===== src/rtl/wb_hp_poller_if.sv =====
// Wishbone classic bus bundle between the hoggephase poller (master) and the
// detector register (slave).
//   wbm_cyc_o / wbm_stb_o : bus cycle and strobe, driven by the master
//   wbm_we_o              : 1 = write, 0 = read
//   wbm_adr_o             : byte address of the target register
//   wbm_dat_o             : write data
//   wbm_sel_o             : byte selects
//   wbm_ack_i             : slave acknowledge
//   wbm_dat_i             : read data
interface wb_hp_poller_if;
  logic        wbm_cyc_o;
  logic        wbm_stb_o;
  logic        wbm_we_o;
  logic [31:0] wbm_adr_o;
  logic [31:0] wbm_dat_o;
  logic [3:0]  wbm_sel_o;
  logic        wbm_ack_i;
  logic [31:0] wbm_dat_i;

  modport master (
    output wbm_cyc_o, wbm_stb_o, wbm_we_o, wbm_adr_o, wbm_dat_o, wbm_sel_o,
    input  wbm_ack_i, wbm_dat_i
  );

  modport slave (
    input  wbm_cyc_o, wbm_stb_o, wbm_we_o, wbm_adr_o, wbm_dat_o, wbm_sel_o,
    output wbm_ack_i, wbm_dat_i
  );
endinterface


===== src/rtl/wb_hp_poller.sv =====
// Wishbone classic initiator for the hoggephase detector control/status
// register. Sends queued configuration writes, polls the status register at a
// fixed interval, and turns alarm-counter changes and alarm-latch rising edges
// into 16-bit event records held in a small FIFO.
// Ports:
//   clk, reset    : clock, synchronous active-high reset
//   enable        : polling runs while high
//   cfg_wr        : pulse, queue a write of cfg_data (unused bits sent as 0)
//   cfg_data      : [0]vcc [1]alarm_rst [2]ctr_rst [3]glitch_en [15:14]pn_select
//   cfg_busy      : a configuration write is pending or in progress
//   wbm           : Wishbone master bus bundle
//   evt_valid     : event FIFO not empty
//   evt_ready     : consumer pops the head entry
//   evt_data      : head entry {delta[7:0], ctr[7:0]}, 0 when empty
//   status_o      : low half of the last successfully read status word
//   evt_overflow  : sticky, an event was dropped because the FIFO was full
//   timeout_o     : sticky, a transfer was aborted without ack
//   err_clr       : clears both sticky flags (a same-cycle set wins)
module wb_hp_poller #(
  parameter logic [31:0] TARGET_ADDR = 32'h3000_0000,
  parameter int          POLL_DIV    = 64,
  parameter int          TIMEOUT     = 15,
  parameter int          FIFO_DEPTH  = 4
) (
  input  logic                 clk,
  input  logic                 reset,
  input  logic                 enable,
  input  logic                 cfg_wr,
  input  logic [15:0]          cfg_data,
  output logic                 cfg_busy,
  wb_hp_poller_if.master       wbm,
  output logic                 evt_valid,
  input  logic                 evt_ready,
  output logic [15:0]          evt_data,
  output logic [15:0]          status_o,
  output logic                 evt_overflow,
  output logic                 timeout_o,
  input  logic                 err_clr
);

  localparam int TW   = $clog2(POLL_DIV + 1);
  localparam int CW   = $clog2(TIMEOUT + 1);
  localparam int AW   = $clog2(FIFO_DEPTH);
  localparam int CNTW = AW + 1;
  // Only vcc, alarm_rst, ctr_rst, glitch_en and pn_select reach the bus.
  localparam logic [15:0] CFG_MASK = 16'hC00F;

  typedef enum logic [2:0] {
    S_IDLE, S_WAIT, S_WRITE, S_READ, S_EVAL
  } state_t;

  state_t state_reg, state_next;

  logic [TW-1:0] timer_reg;
  logic [CW-1:0] to_cnt_reg;
  logic          pend_reg;
  logic [15:0]   pend_data_reg;
  logic [15:0]   rd_data_reg;
  logic [7:0]    last_ctr_reg;
  logic          last_latch_reg;
  logic [15:0]   status_reg;
  logic          overflow_reg;
  logic          timeout_reg;

  logic in_xfer;
  logic ack_seen;
  logic to_expire;

  assign in_xfer   = (state_reg == S_WRITE) || (state_reg == S_READ);
  assign ack_seen  = in_xfer && wbm.wbm_ack_i;
  // The counter holds the number of strobe cycles already spent; the abort
  // fires in the last allowed cycle so strobe is high exactly TIMEOUT cycles.
  assign to_expire = in_xfer && !wbm.wbm_ack_i && (to_cnt_reg == CW'(TIMEOUT - 1));

  // Upper half of the read word carries nothing this block uses.
  logic unused_dat_hi;
  assign unused_dat_hi = ^wbm.wbm_dat_i[31:16];

  // ---------------------------------------------------------------- FSM
  always_ff @(posedge clk) begin
    if (reset) state_reg <= S_IDLE;
    else       state_reg <= state_next;
  end

  always_comb begin
    state_next = state_reg;
    case (state_reg)
      S_IDLE: begin
        if (pend_reg)    state_next = S_WRITE;
        else if (enable) state_next = S_WAIT;
      end
      S_WAIT: begin
        if (pend_reg)               state_next = S_WRITE;
        else if (!enable)           state_next = S_IDLE;
        else if (timer_reg == '0)   state_next = S_READ;
      end
      S_WRITE: begin
        if (ack_seen || to_expire) state_next = S_IDLE;
      end
      S_READ: begin
        if (ack_seen)       state_next = S_EVAL;
        else if (to_expire) state_next = S_IDLE;
      end
      S_EVAL:  state_next = S_IDLE;
      default: state_next = S_IDLE;
    endcase
  end

  // Bus outputs decode straight from the state, so a transfer's attributes are
  // constant for its whole life and vanish the cycle after ack or abort.
  always_comb begin
    wbm.wbm_cyc_o = in_xfer;
    wbm.wbm_stb_o = in_xfer;
    wbm.wbm_we_o  = (state_reg == S_WRITE);
    wbm.wbm_adr_o = in_xfer ? TARGET_ADDR : 32'h0;
    wbm.wbm_sel_o = in_xfer ? 4'hF : 4'h0;
    wbm.wbm_dat_o = (state_reg == S_WRITE) ? {16'h0, pend_data_reg} : 32'h0;
  end

  // ---------------------------------------------------------- datapath
  // IDLE and the WAIT->READ step each take one cycle of the interval, so WAIT
  // itself counts POLL_DIV-2 down to 0.
  always_ff @(posedge clk) begin
    if (reset) begin
      timer_reg <= TW'(POLL_DIV);
    end else if (state_reg == S_IDLE) begin
      timer_reg <= TW'(POLL_DIV - 2);
    end else if (state_reg == S_WAIT && timer_reg != '0) begin
      timer_reg <= timer_reg - TW'(1);
    end
  end

  always_ff @(posedge clk) begin
    if (reset || !in_xfer || wbm.wbm_ack_i) to_cnt_reg <= '0;
    else                                    to_cnt_reg <= to_cnt_reg + CW'(1);
  end

  // One-entry write queue. Once WRITE is entered the data is frozen, and a
  // cfg_wr arriving during the write (including its final cycle) is dropped.
  always_ff @(posedge clk) begin
    if (reset) begin
      pend_reg      <= 1'b0;
      pend_data_reg <= 16'h0;
    end else if (state_reg == S_WRITE) begin
      if (ack_seen || to_expire) pend_reg <= 1'b0;
    end else if (cfg_wr) begin
      pend_reg      <= 1'b1;
      pend_data_reg <= cfg_data & CFG_MASK;
    end
  end

  always_ff @(posedge clk) begin
    if (reset)                                rd_data_reg <= 16'h0;
    else if (state_reg == S_READ && ack_seen) rd_data_reg <= wbm.wbm_dat_i[15:0];
  end

  // ------------------------------------------------------------- EVAL
  logic [7:0] ev_ctr;
  logic [7:0] ev_delta;
  logic       ev_latch;
  logic       push;

  assign ev_ctr   = rd_data_reg[13:6];
  assign ev_latch = rd_data_reg[5];
  assign ev_delta = ev_ctr - last_ctr_reg;  // wraps mod 256 on counter reset
  assign push     = (state_reg == S_EVAL) &&
                    ((ev_delta != 8'h0) || (ev_latch && !last_latch_reg));

  always_ff @(posedge clk) begin
    if (reset) begin
      status_reg     <= 16'h0;
      last_ctr_reg   <= 8'h0;
      last_latch_reg <= 1'b0;
    end else if (state_reg == S_EVAL) begin
      status_reg     <= rd_data_reg;
      last_ctr_reg   <= ev_ctr;
      last_latch_reg <= ev_latch;
    end
  end

  // ------------------------------------------------------------- FIFO
  logic [15:0]     fifo_mem [FIFO_DEPTH];
  logic [AW-1:0]   wr_ptr_reg;
  logic [AW-1:0]   rd_ptr_reg;
  logic [CNTW-1:0] count_reg;
  logic            full;
  logic            pop;
  logic            push_ok;

  assign full    = (count_reg == CNTW'(FIFO_DEPTH));
  assign pop     = (count_reg != '0) && evt_ready;
  // A pop in the same cycle frees the slot the push needs.
  assign push_ok = push && (!full || pop);

  always_ff @(posedge clk) begin
    if (push_ok) fifo_mem[wr_ptr_reg] <= {ev_delta, ev_ctr};
  end

  always_ff @(posedge clk) begin
    if (reset) begin
      wr_ptr_reg <= '0;
      rd_ptr_reg <= '0;
      count_reg  <= '0;
    end else begin
      if (push_ok) wr_ptr_reg <= wr_ptr_reg + AW'(1);
      if (pop)     rd_ptr_reg <= rd_ptr_reg + AW'(1);
      count_reg <= count_reg + CNTW'(push_ok) - CNTW'(pop);
    end
  end

  // ------------------------------------------------------ sticky flags
  always_ff @(posedge clk) begin
    if (reset) begin
      overflow_reg <= 1'b0;
      timeout_reg  <= 1'b0;
    end else begin
      if (push && full && !pop) overflow_reg <= 1'b1;
      else if (err_clr)         overflow_reg <= 1'b0;
      if (to_expire)            timeout_reg  <= 1'b1;
      else if (err_clr)         timeout_reg  <= 1'b0;
    end
  end

  assign cfg_busy     = pend_reg;
  assign evt_valid    = (count_reg != '0);
  assign evt_data     = evt_valid ? fifo_mem[rd_ptr_reg] : 16'h0;
  assign status_o     = status_reg;
  assign evt_overflow = overflow_reg;
  assign timeout_o    = timeout_reg;

endmodule


===== src/flat_wrapper.sv =====
// flat-port wrapper written by rule: the top's interface ports become plain ports
module wb_hp_poller_flat 
#(
  parameter logic [31:0] TARGET_ADDR = 32'h3000_0000,
  parameter int          POLL_DIV    = 64,
  parameter int          TIMEOUT     = 15,
  parameter int          FIFO_DEPTH  = 4
)
  (clk, reset, enable, cfg_wr, cfg_data, cfg_busy, evt_valid, evt_ready, evt_data, status_o, evt_overflow, timeout_o, err_clr, wbm_wbm_cyc_o, wbm_wbm_stb_o, wbm_wbm_we_o, wbm_wbm_adr_o, wbm_wbm_dat_o, wbm_wbm_sel_o, wbm_wbm_ack_i, wbm_wbm_dat_i);
  wb_hp_poller_if wbm_i ();
  input  logic clk;
  input  logic reset;
  input  logic enable;
  input  logic cfg_wr;
  input  logic [15:0] cfg_data;
  output logic cfg_busy;
  output logic evt_valid;
  input  logic evt_ready;
  output logic [15:0] evt_data;
  output logic [15:0] status_o;
  output logic evt_overflow;
  output logic timeout_o;
  input  logic err_clr;
  output wire logic [$bits(wbm_i.wbm_cyc_o)-1:0] wbm_wbm_cyc_o;
  output wire logic [$bits(wbm_i.wbm_stb_o)-1:0] wbm_wbm_stb_o;
  output wire logic [$bits(wbm_i.wbm_we_o)-1:0] wbm_wbm_we_o;
  output wire logic [$bits(wbm_i.wbm_adr_o)-1:0] wbm_wbm_adr_o;
  output wire logic [$bits(wbm_i.wbm_dat_o)-1:0] wbm_wbm_dat_o;
  output wire logic [$bits(wbm_i.wbm_sel_o)-1:0] wbm_wbm_sel_o;
  input wire logic [$bits(wbm_i.wbm_ack_i)-1:0] wbm_wbm_ack_i;
  input wire logic [$bits(wbm_i.wbm_dat_i)-1:0] wbm_wbm_dat_i;
  assign wbm_wbm_cyc_o = wbm_i.wbm_cyc_o;
  assign wbm_wbm_stb_o = wbm_i.wbm_stb_o;
  assign wbm_wbm_we_o = wbm_i.wbm_we_o;
  assign wbm_wbm_adr_o = wbm_i.wbm_adr_o;
  assign wbm_wbm_dat_o = wbm_i.wbm_dat_o;
  assign wbm_wbm_sel_o = wbm_i.wbm_sel_o;
  assign wbm_i.wbm_ack_i = wbm_wbm_ack_i;
  assign wbm_i.wbm_dat_i = wbm_wbm_dat_i;
  wb_hp_poller #(.TARGET_ADDR(TARGET_ADDR), .POLL_DIV(POLL_DIV), .TIMEOUT(TIMEOUT), .FIFO_DEPTH(FIFO_DEPTH)) u_core (.clk(clk), .reset(reset), .enable(enable), .cfg_wr(cfg_wr), .cfg_data(cfg_data), .cfg_busy(cfg_busy), .wbm(wbm_i), .evt_valid(evt_valid), .evt_ready(evt_ready), .evt_data(evt_data), .status_o(status_o), .evt_overflow(evt_overflow), .timeout_o(timeout_o), .err_clr(err_clr));
endmodule

===== config.mk =====
export PLATFORM = sky130hd
export DESIGN_NAME = wb_hp_poller_flat
export DESIGN_NICKNAME = d
export VERILOG_FILES = /design/src/rtl/wb_hp_poller_if.sv /design/src/rtl/wb_hp_poller.sv /design/src/flat_wrapper.sv
export SDC_FILE = /design/constraint.sdc
export NUM_CORES = 1
export LEC_CHECK = 0
export BUFFER_PORTS_ARGS = -buffer_cell sky130_fd_sc_hd__clkbuf_2
export CAP_MARGIN = 20
export CORE_UTILIZATION = 35
export CTS_BUF_LIST = sky130_fd_sc_hd__clkbuf_8
export DETAILED_ROUTE_END_ITERATION = 16
export GPL_TIMING_DRIVEN = 0
export PLACE_DENSITY_LB_ADDON = 0.1
export SLEW_MARGIN = 20
export SYNTH_ARGS = -nofsm -noshare
export SYNTH_HDL_FRONTEND = slang
export SYNTH_SLANG_ARGS = --single-unit
export TNS_END_PERCENT = 20

===== constraint.sdc =====
create_clock -name clk -period 3.7 [get_ports clk]
set_clock_uncertainty 0.2 [all_clocks]
set_input_delay 0 -clock clk [delete_from_list [all_inputs] [get_ports clk]]
set_output_delay 0 -clock clk [all_outputs]
set_load 0.005 [all_outputs]

==> tab_implementation.tex <==
\begin{tabular}{lr}
\hline
Metric & Value \\
\hline
\multicolumn{2}{l}{\textbf{Outcome}} \\
\quad Run status & finished clean \\
\multicolumn{2}{l}{\textbf{Global route}} \\
\quad Initial antenna violation count & 0 \\
\quad Wire length of the first global-routing pass & 20.01 mm \\
\quad Total global routing track utilization & 15.77\% \\
\quad Via count of the first global-routing pass & 3958 \\
\quad Maximum number of pins on one net before global-route repair & 17 \\
\quad Congestion Overflow GR & 0 \\
\multicolumn{2}{l}{\textbf{Route}} \\
\quad Detail-routed via count per cell & 4.322 \\
\quad Vias & 4119 \\
\quad 1st-pass router iterations & 4 \\
\quad Routed len/inst & 13.20 um \\
\quad DRT iter0 DRCs & 123 \\
\quad Post-route DRC & 0 \\
\quad Total Routed Length & 12.58 mm \\
\quad Number of routed nets with antenna violations & 0 \\
\multicolumn{2}{l}{\textbf{Timing}} \\
\quad Final worst-path setup slack & 0.1105 ns \\
\quad Share of the clock period used by the worst path after layout & 97.01\% \\
\quad Count of pins over their slew limit & 0 \\
\quad Min Tclk post-route & 3.590 ns \\
\quad Number of setup violations in the final report & 0 \\
\quad Slew headroom & 48.99\% \\
\quad Fmax achieved & 278.6 MHz \\
\quad Total count of hold-check failures in the final report & 0 \\
\quad Setup\_tns & 0 ns \\
\quad Fin Hold WS & 0.1415 ns \\
\quad Transition at the pin with the smallest max-transition slack & 0.7601 ns \\
\multicolumn{2}{l}{\textbf{Clock tree}} \\
\quad Clock transition time at the flip-flop clock pins of the worst setup and hold paths & 0.07 ns \\
\quad CTS Buf Count & 17 \\
\quad Source-to-sink clock delay at the later pin of the worst-skew pair & 0.45 ns \\
\quad Sink Count & 128 \\
\quad Clock root buffer master & clkbuf\_8 \\
\quad Bufs on Longest Clock Path & 2 \\
\quad CTS H-Tree Depth & 4 \\
\quad TritonCTS clock tree & done \\
\multicolumn{2}{l}{\textbf{Power}} \\
\quad Switching Power & 0.9815 mW \\
\quad Clock power frac & 33.4\% \\
\quad Worst VDD drop & 0.0002017 V \\
\quad Leakage power summed over all cells & 3.225 nW \\
\quad Cell internal pwr & 2.649 mW \\
\quad Proportion of power drawn by flip-flops and latches & 43.2\% \\
\quad Portion of total power attributed to combinational logic & 23.4\% \\
\quad Switching part of the total & 27.04\% \\
\quad Cell Pwr Density & 474.2 nW/um\^{}2 \\
\multicolumn{2}{l}{\textbf{Die}} \\
\quad Height of the die & 131.1 um \\
\quad Initial core utilization & 36.32\% \\
\quad Core region area & 16060 sq um \\
\quad Number of top-level design ports & 162 \\
\quad Die outline area & 17180 sq um \\
\quad Die Wd & 131.1 um \\
\quad FP Rows & 46 \\
\multicolumn{2}{l}{\textbf{Setup path}} \\
\quad Reg-to-reg critical path startpoint & u\_core.status\_o[6]\$\_SDFFE\_PP0N\_ \\
\quad WP data arrival & 3.70 ns \\
\quad Worst reg-to-reg path cell count & 14 \\
\quad Worst setup path endpoint & u\_core.count\_reg[2]\$\_SDFF\_PP0\_ \\
\quad Beginning of the critical path & u\_core.status\_o[6]\$\_SDFFE\_PP0N\_ \\
\quad Worst-case register-to-register setup slack & 0.11 ns \\
\quad Kind of end point of the critical path & flop \\
\quad Slowest library cell on the worst path & or4\_4 \\
\quad Kind of start point of the critical path & flop \\
\quad CP Class & flop to flop \\
\quad Cell breakdown of the critical path & ha\_1 -> fa\_2 -> nor2b\_4 -> o21ai\_0 -> a21boi\_4 -> or3\_1 -> or4\_4 -> o21a\_4 -> ha\_1 -> inv\_1 -> fa\_2 -> xor2\_2 -> xnor2\_1 -> nor2\_1 \\
\quad Highest fanout seen on the critical path & 6 \\
\quad Worst endpoint required time & 3.81 ns \\
\quad Delay contributed by the slowest stage of the critical path & 0.44 ns \\
\quad Capture point of the worst reg-to-reg path & u\_core.count\_reg[2]\$\_SDFF\_PP0\_ \\
\multicolumn{2}{l}{\textbf{Placement}} \\
\quad Setup slack at placement & -0.1313 ns \\
\quad Total of buffers placed on input and output ports & 79 \\
\quad Final weighted congestion in routability-driven placement & 0.7723 \\
\quad Detailed Place HPWL & 8.860 mm \\
\quad Placed Instances & 869 \\
\multicolumn{2}{l}{\textbf{Final layout}} \\
\quad Number of flip-flops in the largest register & 64 \\
\quad Most common library cell in the layout ignoring fill and taps & clkbuf\_2 \\
\quad Nets@finish & 798 \\
\quad Syn-to-layout area delta & 31.28\% \\
\quad Share of layout cells above drive strength 1 & 28.77\% \\
\quad Post-layout instance count excluding filler cells & 953 \\
\quad Antenna diodes & 0 \\
\quad Commonest cells after routing, fill and taps aside & clkbuf\_2, nand2\_1, buf\_4 \\
\quad End-of-flow core utilization & 47.68\% \\
\multicolumn{2}{l}{\textbf{Synth}} \\
\quad Yosys synthesis warning count & 0 \\
\quad Mean post-synth cell area & 11.24 sq um \\
\quad Post-synthesis cell type count & 44 \\
\quad Cell Area, Synth & 5832 sq um \\
\quad Number of synthesized register bits & 128 \\
\quad Post-synthesis instance total & 519 \\
\quad Sequential element share of the synthesized area & 54.92\% \\
\multicolumn{2}{l}{\textbf{Run}} \\
\quad Count of max-cap constraint violations & 0 \\
\multicolumn{2}{l}{\textbf{Min path}} \\
\quad Hold Path Class & primary input to flop \\
\hline
\end{tabular}
cells by family after synthesis:
kind of cell	synth area share, %
simple gates	13.09
flops	54.92
buf+inv	10.96
fa+ha+maj	4.334
mux	7.638
compound gates	6.286
other cells	0.06430
xor+xnor	2.703
synth_stat cells:
library cell	instances	area, sq um
or4_1	2	15.01
mux4_2	16	360.4
a21o_1	3	22.52
o21a_4	1	15.01
nor2b_4	1	13.76
o21ai_0	4	20.02
a32oi_1	1	8.760
a21oi_1	45	225.2
nor3_1	3	15.01
xor2_1	9	78.83
and3b_1	1	8.760
nor2_1	31	116.4
dfxtp_1	64	1281
o21a_1	2	15.01
o21ai_1	1	5.000
fa_1	2	40.04
o311ai_2	1	16.27
nand3_1	4	20.02
o31ai_1	1	7.510
clkbuf_1	19	71.32
xnor2_1	9	78.83
buf_2	1	5.000
and2_2	4	30.03
a211oi_1	1	7.510
mux2i_1	7	70.07
and2_1	24	150.1
or4_4	1	11.26
o211ai_1	1	7.510
and4_1	1	8.760
conb_1	1	3.750
ha_1	17	212.7
and3_1	2	12.51
nand2b_1	5	31.28
nor4b_1	1	8.760
or3_1	4	25.02
edfxtp_1	64	1922
or2b_1	1	7.510
a21boi_1	1	7.510
mux2_4	1	15.01
nand2_1	72	270.3
o2111ai_1	1	8.760
nor2b_1	3	18.77
buf_4	64	480.5
inv_1	22	82.58
how the worst min path moves through the flow:
stage                       from                                  end  slack [ns]  cells after the start
2_1_floorplan   wbm_wbm_dat_i[0]   u_core.rd_data_reg[0]$_SDFFE_PP0P_       -0.06                      2
3_3_place_gp    wbm_wbm_dat_i[1]   u_core.rd_data_reg[1]$_SDFFE_PP0P_        0.04                      3
3_5_place_dp   wbm_wbm_dat_i[14]  u_core.rd_data_reg[14]$_SDFFE_PP0P_        0.03                      3
4_1_cts        wbm_wbm_dat_i[14]  u_core.rd_data_reg[14]$_SDFFE_PP0P_        0.12                      4
5_1_grt         wbm_wbm_dat_i[9]   u_core.rd_data_reg[9]$_SDFFE_PP0P_        0.15                      4
6_report        wbm_wbm_dat_i[8]   u_core.rd_data_reg[8]$_SDFFE_PP0P_        0.14                      4
critical path, delay by kind of cell, from the launching register on:
family | cells | cell delay (ns)
AND/OR/NAND/NOR | 4 | 0.92
flip-flops | 1 | 0.39
buffers and inverters | 1 | 0.07
AO/OA/AOI/OAI | 3 | 0.70
adder cells (fa/ha/maj) | 4 | 0.89
XOR/XNOR | 2 | 0.29
power groups by stage:
stage          Sequential (mW)  Combinational, mW  Clock [mW]
3_3_place_gp              1.60              0.793           0
3_5_place_dp              1.60              0.806           0
2_1_floorplan             1.59              0.541           0
4_1_cts                   1.57              0.853        1.25
6_report                  1.57              0.849        1.21
5_1_grt                   1.57              0.955        1.31
routing by layer:
metal  track usage (%)  vias up  wire length, um  share of wire [%]
li1                  -     2054                -                  -
met1             19.13     1929             5528                 44
met2             26.33      118             6252                 50
met3             4.221       18              606                4.8
met4             6.964        0              190                1.5
met5                 0        -                0                  0
per-stage QoR:
step / cell area [sq um] / power [mW]
after floorplan: 6038 / 2.130
final: 7656 / 3.630
after detailed placement: 6704 / 2.403
after CTS: 7585 / 3.666
after global placement: 6704 / 2.388
after global routing: 7656 / 3.841
cell type report:
class,instances,area (sq um)
Buffer,84,556.8
Clock buffer,17,234.0
Clock inverter,15,167.7
Fill cell,1519,8402
Inverter,22,82.58
Multi-Input combinational cell,340,2232
Sequential cell,128,3209
Tap cell,216,270.3
Timing Repair Buffer,131,903.4
repair_timing:
| action | CTS | global route |
|---|---|---|
| endpoints found under the setup margin | 2 | 2 |
| pin swaps | 0 | 1 |
| resized for setup | 3 | 8 |
| hold buffers | 47 | 0 |
| buffers inserted | 0 | 5 |
| endpoints found under the hold margin | 44 | 0 |
Power figures use the tool's default switching activity.
